File: src/rtl/dsm_ser_pkg.sv
`default_nettype none
//==============================================================================
// dsm_ser_pkg -- shared FSM states and CRC-8 helper for dsm_frame_serializer
// Rev 1.0
//==============================================================================
package dsm_ser_pkg;

   localparam logic [7:0] CRC8_POLY = 8'h07;

   typedef enum logic [2:0] {
      ST_IDLE = 3'd0,
      ST_STRB = 3'd1,
      ST_LEAD = 3'd2,
      ST_BYTE = 3'd3
`ifdef DSM_SER_CRC_EN
      ,
      ST_CRCB = 3'd4
`endif
   } ser_state_t;

   // One byte folded into the running CRC, MSB first.
   function automatic logic [7:0] crc8_update(input logic [7:0] crc, input logic [7:0] data);
      logic [7:0] c;
      c = crc ^ data;
      for (int i = 0; i < 8; i++) begin
         c = c[7] ? ({c[6:0], 1'b0} ^ CRC8_POLY) : {c[6:0], 1'b0};
      end
      return c;
   endfunction

endpackage
`default_nettype wire

File: src/rtl/dsm_frame_serializer_if.sv
`default_nettype none
//==============================================================================
// dsm_frame_serializer_if -- frame input handshake and serialized byte output
// Rev 1.0
//==============================================================================
interface dsm_frame_serializer_if #(
   parameter int DATA_W = 24,
   parameter int N_CH   = 2
);
   localparam int CH_W = (N_CH > 1) ? $clog2(N_CH) : 1;

   logic                     in_valid;
   logic                     in_ready;
   logic [N_CH*DATA_W-1:0]   in_data;
   logic [7:0]               out_byte;
   logic                     out_strobe;
   logic [CH_W-1:0]          out_ch;
   logic                     busy;
   logic                     overflow;

   modport master (
      output in_valid, in_data,
      input  in_ready, out_byte, out_strobe, out_ch, busy, overflow
   );

   modport slave (
      input  in_valid, in_data,
      output in_ready, out_byte, out_strobe, out_ch, busy, overflow
   );
endinterface
`default_nettype wire

File: src/rtl/dsm_frame_fifo.sv
`default_nettype none
//==============================================================================
// dsm_frame_fifo -- synchronous first-word-fall-through FIFO, power-of-2 depth
// Rev 1.0
//==============================================================================
module dsm_frame_fifo #(
   parameter int WIDTH = 48,
   parameter int DEPTH = 4
) (
   input  wire logic                   clk,
   input  wire logic                   rst_n,
   input  wire logic                   push,
   input  wire logic                   pop,
   input  wire logic [WIDTH-1:0]       din,
   output logic      [WIDTH-1:0]       dout,
   output logic                        full,
   output logic                        empty,
   output logic      [$clog2(DEPTH):0] count
);
   localparam int PTR_W = $clog2(DEPTH);

   logic [WIDTH-1:0] r_mem [DEPTH];
   logic [PTR_W-1:0] r_wr_ptr;
   logic [PTR_W-1:0] r_rd_ptr;
   logic [PTR_W:0]   r_count;
   logic             w_do_push;
   logic             w_do_pop;

   assign w_do_push = push && !full;
   assign w_do_pop  = pop && !empty;

   // Pointers wrap naturally because DEPTH is a power of two.
   always_ff @(posedge clk) begin
      if (!rst_n) begin
         r_wr_ptr <= '0;
         r_rd_ptr <= '0;
         r_count  <= '0;
      end else begin
         if (w_do_push) r_wr_ptr <= r_wr_ptr + 1'b1;
         if (w_do_pop)  r_rd_ptr <= r_rd_ptr + 1'b1;
         case ({w_do_push, w_do_pop})
            2'b10:   r_count <= r_count + 1'b1;
            2'b01:   r_count <= r_count - 1'b1;
            default: r_count <= r_count;
         endcase
      end
   end

   always_ff @(posedge clk) begin
      if (w_do_push) r_mem[r_wr_ptr] <= din;
   end

   assign dout  = r_mem[r_rd_ptr];
   assign full  = (r_count == (PTR_W+1)'(DEPTH));
   assign empty = (r_count == '0);
   assign count = r_count;

endmodule
`default_nettype wire

File: src/rtl/dsm_frame_serializer.sv
`default_nettype none
//==============================================================================
// dsm_frame_serializer -- frame FIFO feeding a strobed byte serializer;
// define DSM_SER_CRC_EN to append a CRC-8 trailer byte per frame.  Rev 1.0
//==============================================================================
module dsm_frame_serializer
   import dsm_ser_pkg::*;
#(
   parameter int DATA_W     = 24,
   parameter int N_CH       = 2,
   parameter int FIFO_DEPTH = 4,
   parameter int BYTE_HOLD  = 4,
   parameter int LEAD_CYC   = 2
) (
   input  wire logic             clk,
   input  wire logic             rst_n,
   dsm_frame_serializer_if.slave bus
);
   localparam int FRAME_W = N_CH * DATA_W;
   localparam int N_BYTES = DATA_W / 8;
   localparam int CH_W    = (N_CH > 1) ? $clog2(N_CH) : 1;
   localparam int CNT_W   = $clog2(FIFO_DEPTH) + 1;

   ser_state_t         r_state;
   ser_state_t         w_state_nxt;
   logic               w_pop;
   logic               w_push;
   logic               w_strobe;
   logic [7:0]         w_byte;

   logic [FRAME_W-1:0] w_fifo_dout;
   logic               w_fifo_full;
   logic               w_fifo_empty;
   logic [CNT_W-1:0]   w_fifo_count;
   logic               w_have_frame;

   logic [FRAME_W-1:0] r_shreg;
   logic [CH_W-1:0]    r_ch_cnt;
   logic [2:0]         r_byte_cnt;
   logic [7:0]         r_hold_cnt;
   logic [7:0]         r_lead_cnt;
   logic               r_overflow;
`ifdef DSM_SER_CRC_EN
   logic [7:0]         r_crc;
`endif

   logic w_last_hold;
   logic w_last_byte;
   logic w_last_ch;
   logic w_last_lead;

   assign w_push       = bus.in_valid && !w_fifo_full;
   assign w_have_frame = !w_fifo_empty && (w_fifo_count != '0);

   dsm_frame_fifo #(
      .WIDTH (FRAME_W),
      .DEPTH (FIFO_DEPTH)
   ) u_fifo (
      .clk   (clk),
      .rst_n (rst_n),
      .push  (w_push),
      .pop   (w_pop),
      .din   (bus.in_data),
      .dout  (w_fifo_dout),
      .full  (w_fifo_full),
      .empty (w_fifo_empty),
      .count (w_fifo_count)
   );

   assign w_last_hold = (r_hold_cnt == 8'(BYTE_HOLD - 1));
   assign w_last_byte = (r_byte_cnt == 3'(N_BYTES - 1));
   assign w_last_ch   = (r_ch_cnt == CH_W'(N_CH - 1));
   assign w_last_lead = (r_lead_cnt == 8'(LEAD_CYC - 1));

   always_ff @(posedge clk) begin
      if (!rst_n) r_state <= ST_IDLE;
      else        r_state <= w_state_nxt;
   end

   always_comb begin
      w_state_nxt = r_state;
      w_pop       = 1'b0;
      w_strobe    = 1'b0;
      w_byte      = 8'h00;
      case (r_state)
         ST_IDLE: begin
            if (w_have_frame) begin
               w_pop       = 1'b1;
               w_state_nxt = ST_STRB;
            end
         end
         ST_STRB: begin
            w_strobe    = 1'b1;
            w_state_nxt = (LEAD_CYC == 0) ? ST_BYTE : ST_LEAD;
         end
         ST_LEAD: begin
            if (w_last_lead) w_state_nxt = ST_BYTE;
         end
         ST_BYTE: begin
            w_byte = r_shreg[DATA_W-1 -: 8];
            if (w_last_hold && w_last_byte) begin
               if (!w_last_ch) begin
                  w_state_nxt = ST_STRB;
               end else begin
`ifdef DSM_SER_CRC_EN
                  w_state_nxt = ST_CRCB;
`else
                  // Frame end: chain straight into the next frame when one waits.
                  w_pop       = w_have_frame;
                  w_state_nxt = w_have_frame ? ST_STRB : ST_IDLE;
`endif
               end
            end
         end
`ifdef DSM_SER_CRC_EN
         ST_CRCB: begin
            w_byte = r_crc;
            if (w_last_hold) begin
               w_pop       = w_have_frame;
               w_state_nxt = w_have_frame ? ST_STRB : ST_IDLE;
            end
         end
`endif
         default: w_state_nxt = ST_IDLE;
      endcase
   end

   always_ff @(posedge clk) begin
      if (!rst_n) begin
         r_shreg    <= '0;
         r_ch_cnt   <= '0;
         r_byte_cnt <= '0;
         r_hold_cnt <= '0;
         r_lead_cnt <= '0;
         r_overflow <= 1'b0;
`ifdef DSM_SER_CRC_EN
         r_crc      <= 8'h00;
`endif
      end else begin
         if (bus.in_valid && w_fifo_full) r_overflow <= 1'b1;
         case (r_state)
            ST_STRB: begin
               r_lead_cnt <= '0;
               r_hold_cnt <= '0;
               r_byte_cnt <= '0;
            end
            ST_LEAD: r_lead_cnt <= r_lead_cnt + 8'd1;
            ST_BYTE: begin
               if (w_last_hold) begin
                  r_hold_cnt <= '0;
`ifdef DSM_SER_CRC_EN
                  r_crc <= crc8_update(r_crc, r_shreg[DATA_W-1 -: 8]);
`endif
                  // Current word sits in the low DATA_W bits; its MSB byte is emitted.
                  r_shreg[DATA_W-1:0] <= r_shreg[DATA_W-1:0] << 8;
                  if (w_last_byte) begin
                     r_byte_cnt <= '0;
                     if (!w_last_ch) begin
                        r_ch_cnt <= r_ch_cnt + 1'b1;
                        r_shreg  <= r_shreg >> DATA_W;
                     end
                  end else begin
                     r_byte_cnt <= r_byte_cnt + 3'd1;
                  end
               end else begin
                  r_hold_cnt <= r_hold_cnt + 8'd1;
               end
            end
`ifdef DSM_SER_CRC_EN
            ST_CRCB: r_hold_cnt <= w_last_hold ? 8'd0 : r_hold_cnt + 8'd1;
`endif
            default: ;
         endcase
         if (w_pop) begin
            r_shreg  <= w_fifo_dout;
            r_ch_cnt <= '0;
`ifdef DSM_SER_CRC_EN
            r_crc    <= 8'h00;
`endif
         end
      end
   end

   assign bus.in_ready   = !w_fifo_full;
   assign bus.out_byte   = w_byte;
   assign bus.out_strobe = w_strobe;
   assign bus.out_ch     = r_ch_cnt;
   assign bus.busy       = (r_state != ST_IDLE);
   assign bus.overflow   = r_overflow;

endmodule
`default_nettype wire

File: src/flat_wrapper.sv
// flat-port wrapper written by rule: the top's interface ports become plain ports
module dsm_frame_serializer_flat import dsm_ser_pkg::*;
#(
   parameter int DATA_W     = 24,
   parameter int N_CH       = 2,
   parameter int FIFO_DEPTH = 4,
   parameter int BYTE_HOLD  = 4,
   parameter int LEAD_CYC   = 2
)
  (clk, rst_n, bus_in_valid, bus_in_data, bus_in_ready, bus_out_byte, bus_out_strobe, bus_out_ch, bus_busy, bus_overflow);
  dsm_frame_serializer_if #(.DATA_W(DATA_W), .N_CH(N_CH)) bus_i ();
  input  wire logic clk;
  input  wire logic rst_n;
  input wire logic [$bits(bus_i.in_valid)-1:0] bus_in_valid;
  input wire logic [$bits(bus_i.in_data)-1:0] bus_in_data;
  output wire logic [$bits(bus_i.in_ready)-1:0] bus_in_ready;
  output wire logic [$bits(bus_i.out_byte)-1:0] bus_out_byte;
  output wire logic [$bits(bus_i.out_strobe)-1:0] bus_out_strobe;
  output wire logic [$bits(bus_i.out_ch)-1:0] bus_out_ch;
  output wire logic [$bits(bus_i.busy)-1:0] bus_busy;
  output wire logic [$bits(bus_i.overflow)-1:0] bus_overflow;
  assign bus_i.in_valid = bus_in_valid;
  assign bus_i.in_data = bus_in_data;
  assign bus_in_ready = bus_i.in_ready;
  assign bus_out_byte = bus_i.out_byte;
  assign bus_out_strobe = bus_i.out_strobe;
  assign bus_out_ch = bus_i.out_ch;
  assign bus_busy = bus_i.busy;
  assign bus_overflow = bus_i.overflow;
  dsm_frame_serializer #(.DATA_W(DATA_W), .N_CH(N_CH), .FIFO_DEPTH(FIFO_DEPTH), .BYTE_HOLD(BYTE_HOLD), .LEAD_CYC(LEAD_CYC)) u_core (.clk(clk), .rst_n(rst_n), .bus(bus_i));
endmodule
File: config.mk
export PLATFORM = sky130hd
export DESIGN_NAME = dsm_frame_serializer_flat
export DESIGN_NICKNAME = d
export VERILOG_FILES = /design/src/rtl/dsm_ser_pkg.sv /design/src/rtl/dsm_frame_serializer_if.sv /design/src/rtl/dsm_frame_fifo.sv /design/src/rtl/dsm_frame_serializer.sv /design/src/flat_wrapper.sv
export SDC_FILE = /design/constraint.sdc
export NUM_CORES = 1
export LEC_CHECK = 0
export BUFFER_PORTS_ARGS = -buffer_cell sky130_fd_sc_hd__buf_2
export CORE_UTILIZATION = 50
export DETAILED_ROUTE_END_ITERATION = 8
export MAX_ROUTING_LAYER = met4
export PLACE_DENSITY_LB_ADDON = 0.05
export SLEW_MARGIN = 20
export SYNTH_ARGS = -nofsm -noshare
export SYNTH_HDL_FRONTEND = slang
export SYNTH_SLANG_ARGS = --single-unit
export TNS_END_PERCENT = 50
File: constraint.sdc
create_clock -name clk -period 3.6 [get_ports clk]
set_clock_uncertainty 0.05 [all_clocks]
set_input_delay 0.54 -clock clk [delete_from_list [all_inputs] [get_ports clk]]
set_output_delay 0.54 -clock clk [all_outputs]
set_load 0.02 [all_outputs]
==> results of run 1 <==
==> layer usage <==
metal | wire length, microns | vias up | GRT usage, %
li1 | - | 2855 | -
met4 | 546 | 0 | 6.24
met5 | 0 | - | -
met2 | 10000 | 138 | 33.2
met1 | 9380 | 3070 | 27.4
met3 | 995 | 38 | 2.90
==> worst max-delay path: stages (launching register included) <==
cell and delay (ns):
sky130_fd_sc_hd__dfxtp_1 0.34, sky130_fd_sc_hd__or4_4 0.59, sky130_fd_sc_hd__nor4_1 0.40, sky130_fd_sc_hd__o21ai_2 0.11
sky130_fd_sc_hd__inv_2 0.07, sky130_fd_sc_hd__ha_1 0.16, sky130_fd_sc_hd__inv_1 0.06, sky130_fd_sc_hd__fa_1 0.37
sky130_fd_sc_hd__xor2_1 0.16, sky130_fd_sc_hd__or3_1 0.32, sky130_fd_sc_hd__a21oi_1 0.17
==> worst max-delay path by stage <==
stage | from | endpoint | slack, ns | cells after the start
2_1_floorplan | u_core.bus.out_ch$_SDFFE_PP0P_ | u_core.u_fifo.count[2]$_SDFFE_PN0P_ | 0.63 | 11
3_3_place_gp | u_core.r_hold_cnt[2]$_SDFFE_PN0P_ | u_core.u_fifo.count[2]$_SDFFE_PN0P_ | 0.82 | 10
3_5_place_dp | u_core.r_hold_cnt[2]$_SDFFE_PN0P_ | u_core.u_fifo.count[2]$_SDFFE_PN0P_ | 0.73 | 10
4_1_cts | u_core.r_hold_cnt[2]$_SDFFE_PN0P_ | u_core.u_fifo.count[2]$_SDFFE_PN0P_ | 0.71 | 10
5_1_grt | u_core.r_state[1]$_SDFFE_PN0P_ | u_core.u_fifo.count[2]$_SDFFE_PN0P_ | 0.55 | 12
6_report | u_core.r_hold_cnt[2]$_SDFFE_PN0P_ | u_core.u_fifo.count[2]$_SDFFE_PN0P_ | 0.72 | 10
==> sequential cells by signal, indices dropped and copies added, names as in the netlist, 2 cells and up, named ones only <==
| name | count |
|---|---|
| u_core.u_fifo.count | 3 |
| u_core.r_hold_cnt | 8 |
| u_core.r_shreg | 48 |
| u_core.u_fifo.r_rd_ptr | 2 |
| u_core.r_lead_cnt | 8 |
| u_core.r_byte_cnt | 3 |
| u_core.u_fifo.r_wr_ptr | 2 |
| u_core.r_state | 2 |
| u_core.u_fifo.r_mem | 192 |
==> stage by stage <==
stage          power (W)  util (%)  hold slack, ns  std cells
2_1_floorplan    0.00555         -           0.398        710
3_3_place_gp     0.00608      53.9           0.408       1023
3_5_place_dp     0.00614      53.9           0.410       1023
4_1_cts          0.00875      57.8           0.141       1074
5_1_grt          0.00911      57.8           0.143       1074
6_report         0.00865      57.8           0.167       1075
==> synth_stat cells (3+ instances only) <==
library cell,n,area [sq um]
sky130_fd_sc_hd__nand2_1,58,218
sky130_fd_sc_hd__ha_1,12,150
sky130_fd_sc_hd__and2_1,8,50.1
sky130_fd_sc_hd__mux2i_1,17,170
sky130_fd_sc_hd__xor2_1,7,61.3
sky130_fd_sc_hd__or3_1,5,31.3
sky130_fd_sc_hd__buf_4,4,30.0
sky130_fd_sc_hd__nand2b_1,3,18.8
sky130_fd_sc_hd__nor2_1,35,131
sky130_fd_sc_hd__a31oi_1,3,18.8
sky130_fd_sc_hd__nand3b_1,4,30.0
sky130_fd_sc_hd__buf_2,6,30.0
sky130_fd_sc_hd__inv_1,12,45.0
sky130_fd_sc_hd__a21oi_1,40,200
sky130_fd_sc_hd__mux4_2,48,1080
sky130_fd_sc_hd__nor2b_1,4,25.0
sky130_fd_sc_hd__a311oi_1,8,70.1
sky130_fd_sc_hd__clkbuf_1,25,93.8
sky130_fd_sc_hd__buf_1,3,11.3
sky130_fd_sc_hd__dfxtp_1,80,1600
sky130_fd_sc_hd__nand3_1,52,260
sky130_fd_sc_hd__edfxtp_1,192,5770
sky130_fd_sc_hd__nand4_1,4,25.0
sky130_fd_sc_hd__and3_1,8,50.1
sky130_fd_sc_hd__o21ai_0,41,205
sky130_fd_sc_hd__o21ai_1,3,15.0
==> where the power goes <==
part           switching [W]  internal (W)  total [W]
Combinational        0.00112      0.000789    0.00191
Sequential          0.000263       0.00387    0.00413
Clock                0.00113       0.00148    0.00261
Total                0.00251       0.00614    0.00865
==> area by class of cell <==
class / count / share of cell area (%)
repair buffers: 77 / 3.68
diodes: 1 / 0.0207
clock buffers: 41 / 6.36
multi-input cells: 385 / 25.4
inverters: 14 / 0.434
well taps: 275 / 2.84
clock inverters: 10 / 0.465
flip-flops and latches: 272 / 60.8
==> cells by family (layout without fill, tap and decap cells) <==
group	count (synthesis)	in the layout	synth area share [%]
AO/OA/AOI/OAI	104	104	5.58
XOR/XNOR	9	9	0.741
adder cells (fa/ha/maj)	13	13	1.60
buffers and inverters	53	142	2.09
flip-flops	272	272	69.2
multiplexers	65	65	11.8
other	0	1	0
AND/OR/NAND/NOR	194	194	9.01
==> out/results.ini, run 1 <==
[outcome]
outcome = complete, but fails checks
failed_checks = DRC

[clocking]
cts-root-to-sink-buffers = 3
clkSinkCount = 272
clkSlewWorstSetupHoldPaths_ns = 0.06
cts_tree = built
ctsResizeCount = 0
clk_latency_ns = 0.54
cts_setup_buffers = 0
ctsRootBufferMaster = sky130_fd_sc_hd__clkbuf_16
htree_num_levels = 1
cts-hold-fix-buffers = 0
tritoncts.num_buffers = 29

[floorplan]
boundaryPins = 64
die_footprint_sq_um = 21900
die_h_microns = 148
rows = 53
standard_cell_core_area_sq_um = 21000
die_x_microns = 148
starting_density_pct = 50.8

[routing]
drt_iter0_drc = 269
via_count = 6101
first_pass_iters = 7
avgViaCountPerCell = 5.68
remaining_drc_errors = 4
routedWlPerCell_microns = 19.5
totalWireLength_mm = 21.0
route.antenna.remaining_nets = 0

[hold_path]
min_delay_worst_endpoint = u_core.u_fifo.r_mem[2][46]$_DFFE_PP_
timing.hold.worst.class = input pin to register
timing.hold.worst.start = bus_in_data[46]
hold-path-cell-count = 1

[logic_synthesis]
synth-edff-count = 192
synth.distinct_cells = 49
yosysSeqAreaShare_pct = 69.2
ys_seq_elements = 272
synth_area_per_cell_sq_um = 15.0
asyncSetResetFlopFracSynth_pct = 0
synth_area_sq_um = 10600
netlist_instances = 710
postSynth.topFlopCell = sky130_fd_sc_hd__edfxtp_1
synth_nets = 774
synth_warnings = 0

[sta]
rsz0062_at_grt = false
max_slew_margin_pct = 34.8
finalHoldViolations = 0
period_minus_slack_ns = 2.88
timing.fmax_mhz = 347
final-setup-viol-count = 0
final_critical_path_setup_slack_ns = 0.715
finalSetupTns_ns = 0
final.period_utilization_pct = 80.1
finalMaxSlewViolations = 0
tightest_slew_ns = 0.978

[critical_path]
worst_r2r_path_depth = 10
crit-reg2reg-launch = u_core.r_hold_cnt[2]$_SDFFE_PN0P_
worst-r2r-setup-slack_ns = 0.72
critical_path_peak_fanout = 6
r2r_end = u_core.u_fifo.count[2]$_SDFFE_PN0P_
timing_worst_setup_path_type = register to register
start_kind = register
critPathRequiredTime_ns = 4.00
critical_path_data_arrival_time_ns = 3.28
critPathCaptureType = register

[cells_and_area]
layout.area.seq_sq_um = 7370
flow.area_growth_from_synthesis_pct = 13.9
stdcell_area_sq_um = 12100
multi_input_comb_area_sq_um = 3070
nNetsFinal = 843
layout.cells.most_common = sky130_fd_sc_hd__edfxtp_1
final.fill_count = 1697
layout.cells.most_common_list = 192 x sky130_fd_sc_hd__edfxtp_1, 78 x sky130_fd_sc_hd__dfxtp_1, 63 x sky130_fd_sc_hd__buf_2
final_layout_size_suffix_gt1_share_pct = 22.3

[grt]
antenna_found_initial = 0
grt_pass1_wl_mm = 33.6
grt_util_all_layers_pct = 20.6
globalRouteOverflowTotal = 0
grt_start_max_net_pins = 56
first_global_vias = 6330

[power]
power.ir.vdd_worst_mv = 0.483
leakage_nw = 3.99
power_density_nw_per_um2 = 714

[place]
placedInstanceArea_sq_um = 11300
dp_hpwl_mm = 13.2
gp_congestion = 0.796
dp_worst_setup_slack_ns = 0.729
io_buffer_count = 63

[job]
max-cap-violations = 0

Note: power is estimated with default switching activity, not from simulation.
==> run 2, diff against run 1 <==
Clock period 3.6 ns to 2.7 ns, I/O delays scaled along.
==> run 2 against run 1 <==
The run now ends clean. Count of clock-buffer cells in the layout down 3. Combinational power is 39% higher. Register-to-register slack got worse by 0.60 ns. Clock power is 47% higher. Largest cell class unchanged. Sequential power grew 33%. Utilization up 1.2 points. First-iteration DRC count up 27%. Sequential share of layout area fell by 1.2 points. Fmax is 12% higher.
==> out/results.ini, run 2 (synthesis results as in run 1) <==
[cells_and_area]
layout.cells.most_common = sky130_fd_sc_hd__edfxtp_1
flow.area_growth_from_synthesis_pct = 16.3
max_reg_flops = 192  ; unchanged
nNetsFinal = 857  ; +1.7%
top_register = u_core.u_fifo.r_mem
layout.cells.most_common_list = 192 x sky130_fd_sc_hd__edfxtp_1, 75 x sky130_fd_sc_hd__dfxtp_1, 63 x sky130_fd_sc_hd__buf_2
final.fill_count = 1673  ; -1.4%
final_cell_count_no_fill = 1090  ; +1.4%
reg_top3 = u_core.u_fifo.r_mem: 192 flops, u_core.r_shreg: 48 flops
final_layout_size_suffix_gt1_share_pct = 24.8  ; +2.5 points
n_antenna_cell = 0  ; -1

[sta]
rsz0062_at_grt = false
finalMaxSlewViolations = 0  ; unchanged
timing.fmax_mhz = 387  ; +12%
tightest_slew_ns = 0.980  ; +0.00226 ns
finalHoldViolations = 0  ; unchanged
final-setup-viol-count = 0  ; unchanged
final.period_utilization_pct = 95.8  ; +16 points
period_minus_slack_ns = 2.59  ; -0.298 ns
max_slew_margin_pct = 34.6  ; -0.25 points

[power]
leakage_nw = 4.12  ; +3.3%
power.ir.vdd_worst_mv = 0.546  ; +13%
power_density_nw_per_um2 = 968  ; +36%
fin_total_pwr_w = 0.0120  ; +39%

[routing]
route.antenna.remaining_nets = 0  ; unchanged
drt_iter0_drc = 342  ; +27%
via_count = 6120  ; +0.31%
routedWlPerCell_microns = 19.7  ; +1.3%
first_pass_iters = 5  ; -2
remaining_drc_errors = 0  ; -4
totalWireLength_mm = 21.5  ; +2.7%
avgViaCountPerCell = 5.61  ; -1.1%

[clocking]
cts-root-to-sink-buffers = 3  ; unchanged
clk_latency_ns = 0.54  ; about the same
htree_num_levels = 1  ; unchanged
tritoncts.num_buffers = 29  ; unchanged
clkSinkCount = 272  ; unchanged
clkSlewWorstSetupHoldPaths_ns = 0.06  ; about the same
cts-hold-fix-buffers = 0  ; unchanged
ctsRootBufferMaster = sky130_fd_sc_hd__clkbuf_16
cts_tree = built

[hold_path]
min_delay_worst_endpoint = u_core.u_fifo.r_mem[0][14]$_DFFE_PP_
timing.hold.worst.start = bus_in_data[14]
hold-path-cell-count = 1  ; unchanged
timing.hold.worst.class = input pin to register

[critical_path]
critPathRequiredTime_ns = 3.10  ; -0.90 ns
biggest_cell_delay_along_the_critical_path_ns = 0.53  ; -0.06 ns
path_delay_family = simple AND/OR/NAND/NOR gates
worst-r2r-setup-slack_ns = 0.11  ; -0.60 ns
start_kind = register
critPathSlowestCell = sky130_fd_sc_hd__or4bb_4
crit_buf_inv = 2  ; unchanged
r2r_end = u_core.u_fifo.count[2]$_SDFFE_PN0P_
critPathCaptureType = register
critical_path_peak_fanout = 5  ; -1
worst_r2r_path_depth = 10  ; unchanged
critical_path_data_arrival_time_ns = 2.99  ; -0.29 ns
timing_worst_setup_path_type = register to register
crit-reg2reg-launch = u_core.r_byte_cnt[2]$_SDFFE_PN0P_
cp_cell_sequence = or4bb_4, nor4_4, o21ai_2, inv_2, ha_4, inv_1, fa_2, xor2_1, or3_1, a21oi_1

[place]
dpl.cell_count = 1035  ; +1.2%
dp_hpwl_mm = 13.4  ; +1.6%
gp_congestion = 0.765  ; -3.9%
io_buffer_count = 63  ; unchanged

[grt]
globalRouteOverflowTotal = 0  ; unchanged
first_global_vias = 6332  ; +0.032%
antenna_found_initial = 0  ; unchanged
grt_util_all_layers_pct = 21.2  ; +0.59 points
grt_pass1_wl_mm = 34.5  ; +2.5%
grt_start_max_net_pins = 56  ; unchanged

[job]
max-cap-violations = 0  ; unchanged

[floorplan]
die_footprint_sq_um = 21900  ; unchanged
die_x_microns = 148  ; unchanged
boundaryPins = 64  ; unchanged
rows = 53  ; unchanged
standard_cell_core_area_sq_um = 21000  ; unchanged
die_h_microns = 148  ; unchanged
starting_density_pct = 50.8  ; unchanged

[outcome]
outcome = completed

[run 2: cell types whose count changed in the layout (fill, tap and decap cells not counted), sizes merged]
cell,before,now
buf,77,91
clkinv,7,10
clkinvlp,1,0
bufinv,0,3
clkbuf,41,38
diode,1,0
[run 2: through the flow]
stage	instance area, sq um	setup TNS, ns	util [%]	worst slack [ns]	hold WS, ns
CTS	12400	0	59.0	0.0305	0.00198
global placement	11400	0	54.5	0.106	0.408
global route	12400	0	59.1	0.00385	0.0115
detailed placement	11400	0	54.5	0.0385	0.411
finish	12400	0	59.1	0.113	0.0293
floorplan	10700	-0.0274	-	-0.0274	0.398
[run 2: power by group]
part | internal (W) | switching, W
clock | 0.00231 | 0.00153
sequential | 0.00516 | 0.000326
combinational | 0.00111 | 0.00154
total | 0.00858 | 0.00340
[run 2: per-layer routing]
layer,up-vias,routed length [microns],track usage (%)
met5,-,0,-
met4,0,520,5.62
met3,35,903,2.78
met2,135,10400,34.1
met1,3073,9660,28.8
li1,2877,-,-
[run 2: layout make-up]
type                            instances  area, sq um  share of cell area, %
Timing Repair Buffer                   91          563                   4.55
Sequential cell                       272         7380                   59.6
Tap cell                              275          344                   2.78
Clock inverter                         15          151                   1.22
Clock buffer                           38          779                   6.30
Inverter                               14         52.6                  0.425
Multi-Input combinational cell        385         3110                   25.1
[run 2: how the worst max path moves through the flow]
stage	to	cells past startpoint	from	slack, ns
6_report	u_core.u_fifo.count[2]$_SDFFE_PN0P_	10	u_core.r_byte_cnt[2]$_SDFFE_PN0P_	0.11
5_1_grt	u_core.u_fifo.count[2]$_SDFFE_PN0P_	10	u_core.r_hold_cnt[5]$_SDFFE_PN0P_	0.004
4_1_cts	u_core.u_fifo.count[2]$_SDFFE_PN0P_	10	u_core.r_hold_cnt[3]$_SDFFE_PN0P_	0.03
3_5_place_dp	u_core.u_fifo.count[2]$_SDFFE_PN0P_	10	u_core.r_hold_cnt[3]$_SDFFE_PN0P_	0.04
3_3_place_gp	u_core.u_fifo.count[2]$_SDFFE_PN0P_	10	u_core.r_hold_cnt[3]$_SDFFE_PN0P_	0.11
2_1_floorplan	u_core.u_fifo.count[2]$_SDFFE_PN0P_	11	u_core.r_hold_cnt[3]$_SDFFE_PN0P_	-0.03
[run 2: timing repair]
item                       in CTS  in global routing
resized for setup               0                  1
setup endpoints to repair       0                  1
setup buffers                   0                  2
==> run 3, diff against run 2 <==
Settings changed: REMOVE_ABC_BUFFERS set to 1.
==> run 3 against run 2 <==
Sequential cell count is the same. Power increased by 3.7%. Clock power grew 9.4%. Cell count rose by 1.1%. Sequential share of layout area shrank 1.2 points. Register-to-register slack worse by 0.03 ns. Setup slack lost 0.030 ns. Sequential power about the same.
==> out/results.ini, run 3 (synthesis results as in run 1) <==
[outcome]
outcome = completed

[critical_path]
critPathCaptureType = register
cp_cell_sequence = or4bb_4, nor4_4, buf_4, o21ai_4, inv_2, ha_4, inv_2, fa_2, xor2_1, or3_1, a21oi_2
critical_path_peak_fanout = 2  ; -3
crit-reg2reg-launch = u_core.r_byte_cnt[0]$_SDFFE_PN0P_
critical_path_data_arrival_time_ns = 3.03  ; +0.04 ns
timing_worst_setup_path_type = register to register
start_kind = register
worstSetupStartpoint = u_core.r_byte_cnt[0]$_SDFFE_PN0P_
critPathRequiredTime_ns = 3.12  ; +0.02 ns
cp_common_cell = sky130_fd_sc_hd__inv_2
biggest_cell_delay_along_the_critical_path_ns = 0.55  ; +0.02 ns
critPathSlowestCell = sky130_fd_sc_hd__or4bb_4

[hold_path]
timing.hold.worst.class = input pin to register
timing.hold.worst.start = bus_in_data[11]

[clocking]
clk_latency_ns = 0.55  ; about the same
tritoncts.num_buffers = 28  ; -3.4%
cts_tree = built
clkSlewWorstSetupHoldPaths_ns = 0.07  ; about the same
cts-root-to-sink-buffers = 3  ; unchanged
ctsRootBufferMaster = sky130_fd_sc_hd__clkbuf_16
cts_setup_buffers = 0  ; unchanged
htree_num_levels = 1  ; unchanged
clkSinkCount = 272  ; unchanged

[cells_and_area]
final.fill_count = 1631  ; -2.5%
final_layout_size_suffix_gt1_share_pct = 26.2  ; +1.4 points
stdcell_area_sq_um = 12600  ; +2.0%
top_register = u_core.u_fifo.r_mem
max_reg_flops = 192  ; unchanged
layout.cells.most_common = sky130_fd_sc_hd__edfxtp_1
layout.area.seq_sq_um = 7370  ; about the same
reg_top3 = u_core.u_fifo.r_mem: 192 flops, u_core.r_shreg: 48 flops
multi_input_comb_area_sq_um = 3120  ; +0.44%
nNetsFinal = 868  ; +1.3%
layout.cells.most_common_list = 192 x sky130_fd_sc_hd__edfxtp_1, 77 x sky130_fd_sc_hd__dfxtp_1, 63 x sky130_fd_sc_hd__buf_2
flow.area_growth_from_synthesis_pct = 18.6

[sta]
finalSetupTns_ns = 0  ; unchanged
timing.fmax_mhz = 382  ; -1.1%
max_slew_margin_pct = 29.8  ; -4.8 points
period_minus_slack_ns = 2.62  ; +0.0300 ns
rsz0062_at_grt = true
finalHoldViolations = 0  ; unchanged
finalMaxSlewViolations = 0  ; unchanged
tightest_slew_ns = 1.05  ; +0.0729 ns
final.period_utilization_pct = 96.9  ; +1.1 points
final-setup-viol-count = 0  ; unchanged

[floorplan]
die_h_microns = 148  ; unchanged
die_footprint_sq_um = 21900  ; unchanged
standard_cell_core_area_sq_um = 21000  ; unchanged
die_x_microns = 148  ; unchanged
boundaryPins = 64  ; unchanged
rows = 53  ; unchanged
starting_density_pct = 50.8  ; unchanged

[grt]
globalRouteOverflowTotal = 0  ; unchanged
grt_start_max_net_pins = 56  ; unchanged
antenna_found_initial = 1  ; +1
first_global_vias = 6637  ; +4.8%
grt_pass1_wl_mm = 35.2  ; +2.2%
grt_util_all_layers_pct = 21.6  ; +0.43 points

[routing]
first_pass_iters = 5  ; unchanged
avgViaCountPerCell = 5.63  ; +0.35%
totalWireLength_mm = 21.9  ; +1.8%
remaining_drc_errors = 0  ; unchanged
drt_iter0_drc = 444  ; +30%
routedWlPerCell_microns = 19.9  ; +0.72%
route.antenna.remaining_nets = 0  ; unchanged
via_count = 6209  ; +1.5%

[place]
io_buffer_count = 63  ; unchanged
gp_congestion = 0.808  ; +5.6%
dp_hpwl_mm = 13.2  ; -1.4%
placedInstanceArea_sq_um = 11500  ; +0.71%

[power]
leakage_nw = 4.22  ; +2.4%
power.ir.vdd_worst_mv = 0.815  ; +49%
power_density_nw_per_um2 = 984  ; +1.7%

[job]
max-cap-violations = 0  ; unchanged

-- run 3: cell count changes in the layout (fill, tap and decap cells not counted), moves of 2 or more --
cell,previous run,this run
sky130_fd_sc_hd__dfxtp_1,75,77
sky130_fd_sc_hd__bufinv_16,3,7
sky130_fd_sc_hd__dlygate4sd3_1,0,4
sky130_fd_sc_hd__buf_12,3,6
sky130_fd_sc_hd__clkbuf_1,7,1
sky130_fd_sc_hd__clkinvlp_4,0,3
sky130_fd_sc_hd__clkbuf_8,2,0
sky130_fd_sc_hd__buf_4,25,30
-- run 3: where the power goes --
group	switching, W	total [W]	internal (W)
registers	0.000337	0.00549	0.00515
logic	0.00155	0.00273	0.00118
clock network	0.00162	0.00420	0.00259
total	0.00350	0.0124	0.00892
-- run 3: what timing repair did --
| item | 4_1_cts | 5_1_grt |
|---|---|---|
| hold buffers | 4 | 0 |
| resized for setup | 4 | 6 |
| hold endpoints to repair | 16 | 0 |
| pin swaps | 2 | 2 |
| setup endpoints to repair | 1 | 2 |
-- run 3: layout make-up --
type	instances	share of cell area, %
flip-flops and latches	272	58.4
clock buffers	29	5.58
inverters	14	0.416
diodes	1	0.0198
repair buffers	103	5.55
multi-input cells	385	24.7
clock inverters	23	2.60
well taps	275	2.72
-- run 3: stage by stage --
| stage | hold slack [ns] | util [%] | power (W) | cells | setup WS, ns |
|---|---|---|---|---|---|
| final | 0.0206 | 60.3 | 0.0124 | 1102 | 0.0829 |
| after global routing | 0.00470 | 60.3 | 0.0130 | 1102 | -0.0373 |
| after CTS | 0.000181 | 60.1 | 0.0125 | 1101 | 0.0118 |
| after detailed placement | 0.411 | 54.9 | 0.00831 | 1045 | -0.0642 |
| after global placement | 0.404 | 54.9 | 0.00820 | 1045 | 0.0326 |
| after floorplan | 0.398 | - | 0.00732 | 671 | -2.69 |
-- run 3: layer usage --
layer,wire (microns),GRT usage (%)
met1,9220,26.9
met4,374,5.41
met5,0,-
met2,11400,37.3
met3,918,3.09
-- run 3: final timing paths --
kind	slack (ns)	end	cells after the start
hold reg to reg	0.42	u_core.r_shreg[35]$_SDFFE_PN0P_	2
setup / recovery	0.08	u_core.u_fifo.count[2]$_SDFFE_PN0P_	11
hold / removal	0.02	u_core.u_fifo.r_mem[2][11]$_DFFE_PP_	1
setup reg to reg	0.08	u_core.u_fifo.count[2]$_SDFFE_PN0P_	11
-- run 3: critical path: cells and delay by family, from the launching register on --
family	cells	cell delay, ns
and+or+nand+nor	3	1.13
AOI/OAI and AO/OA	2	0.18
adders and majority gates	2	0.45
DFF	1	0.31
buffers and inverters	3	0.28
xor gates and xnor gates	1	0.15
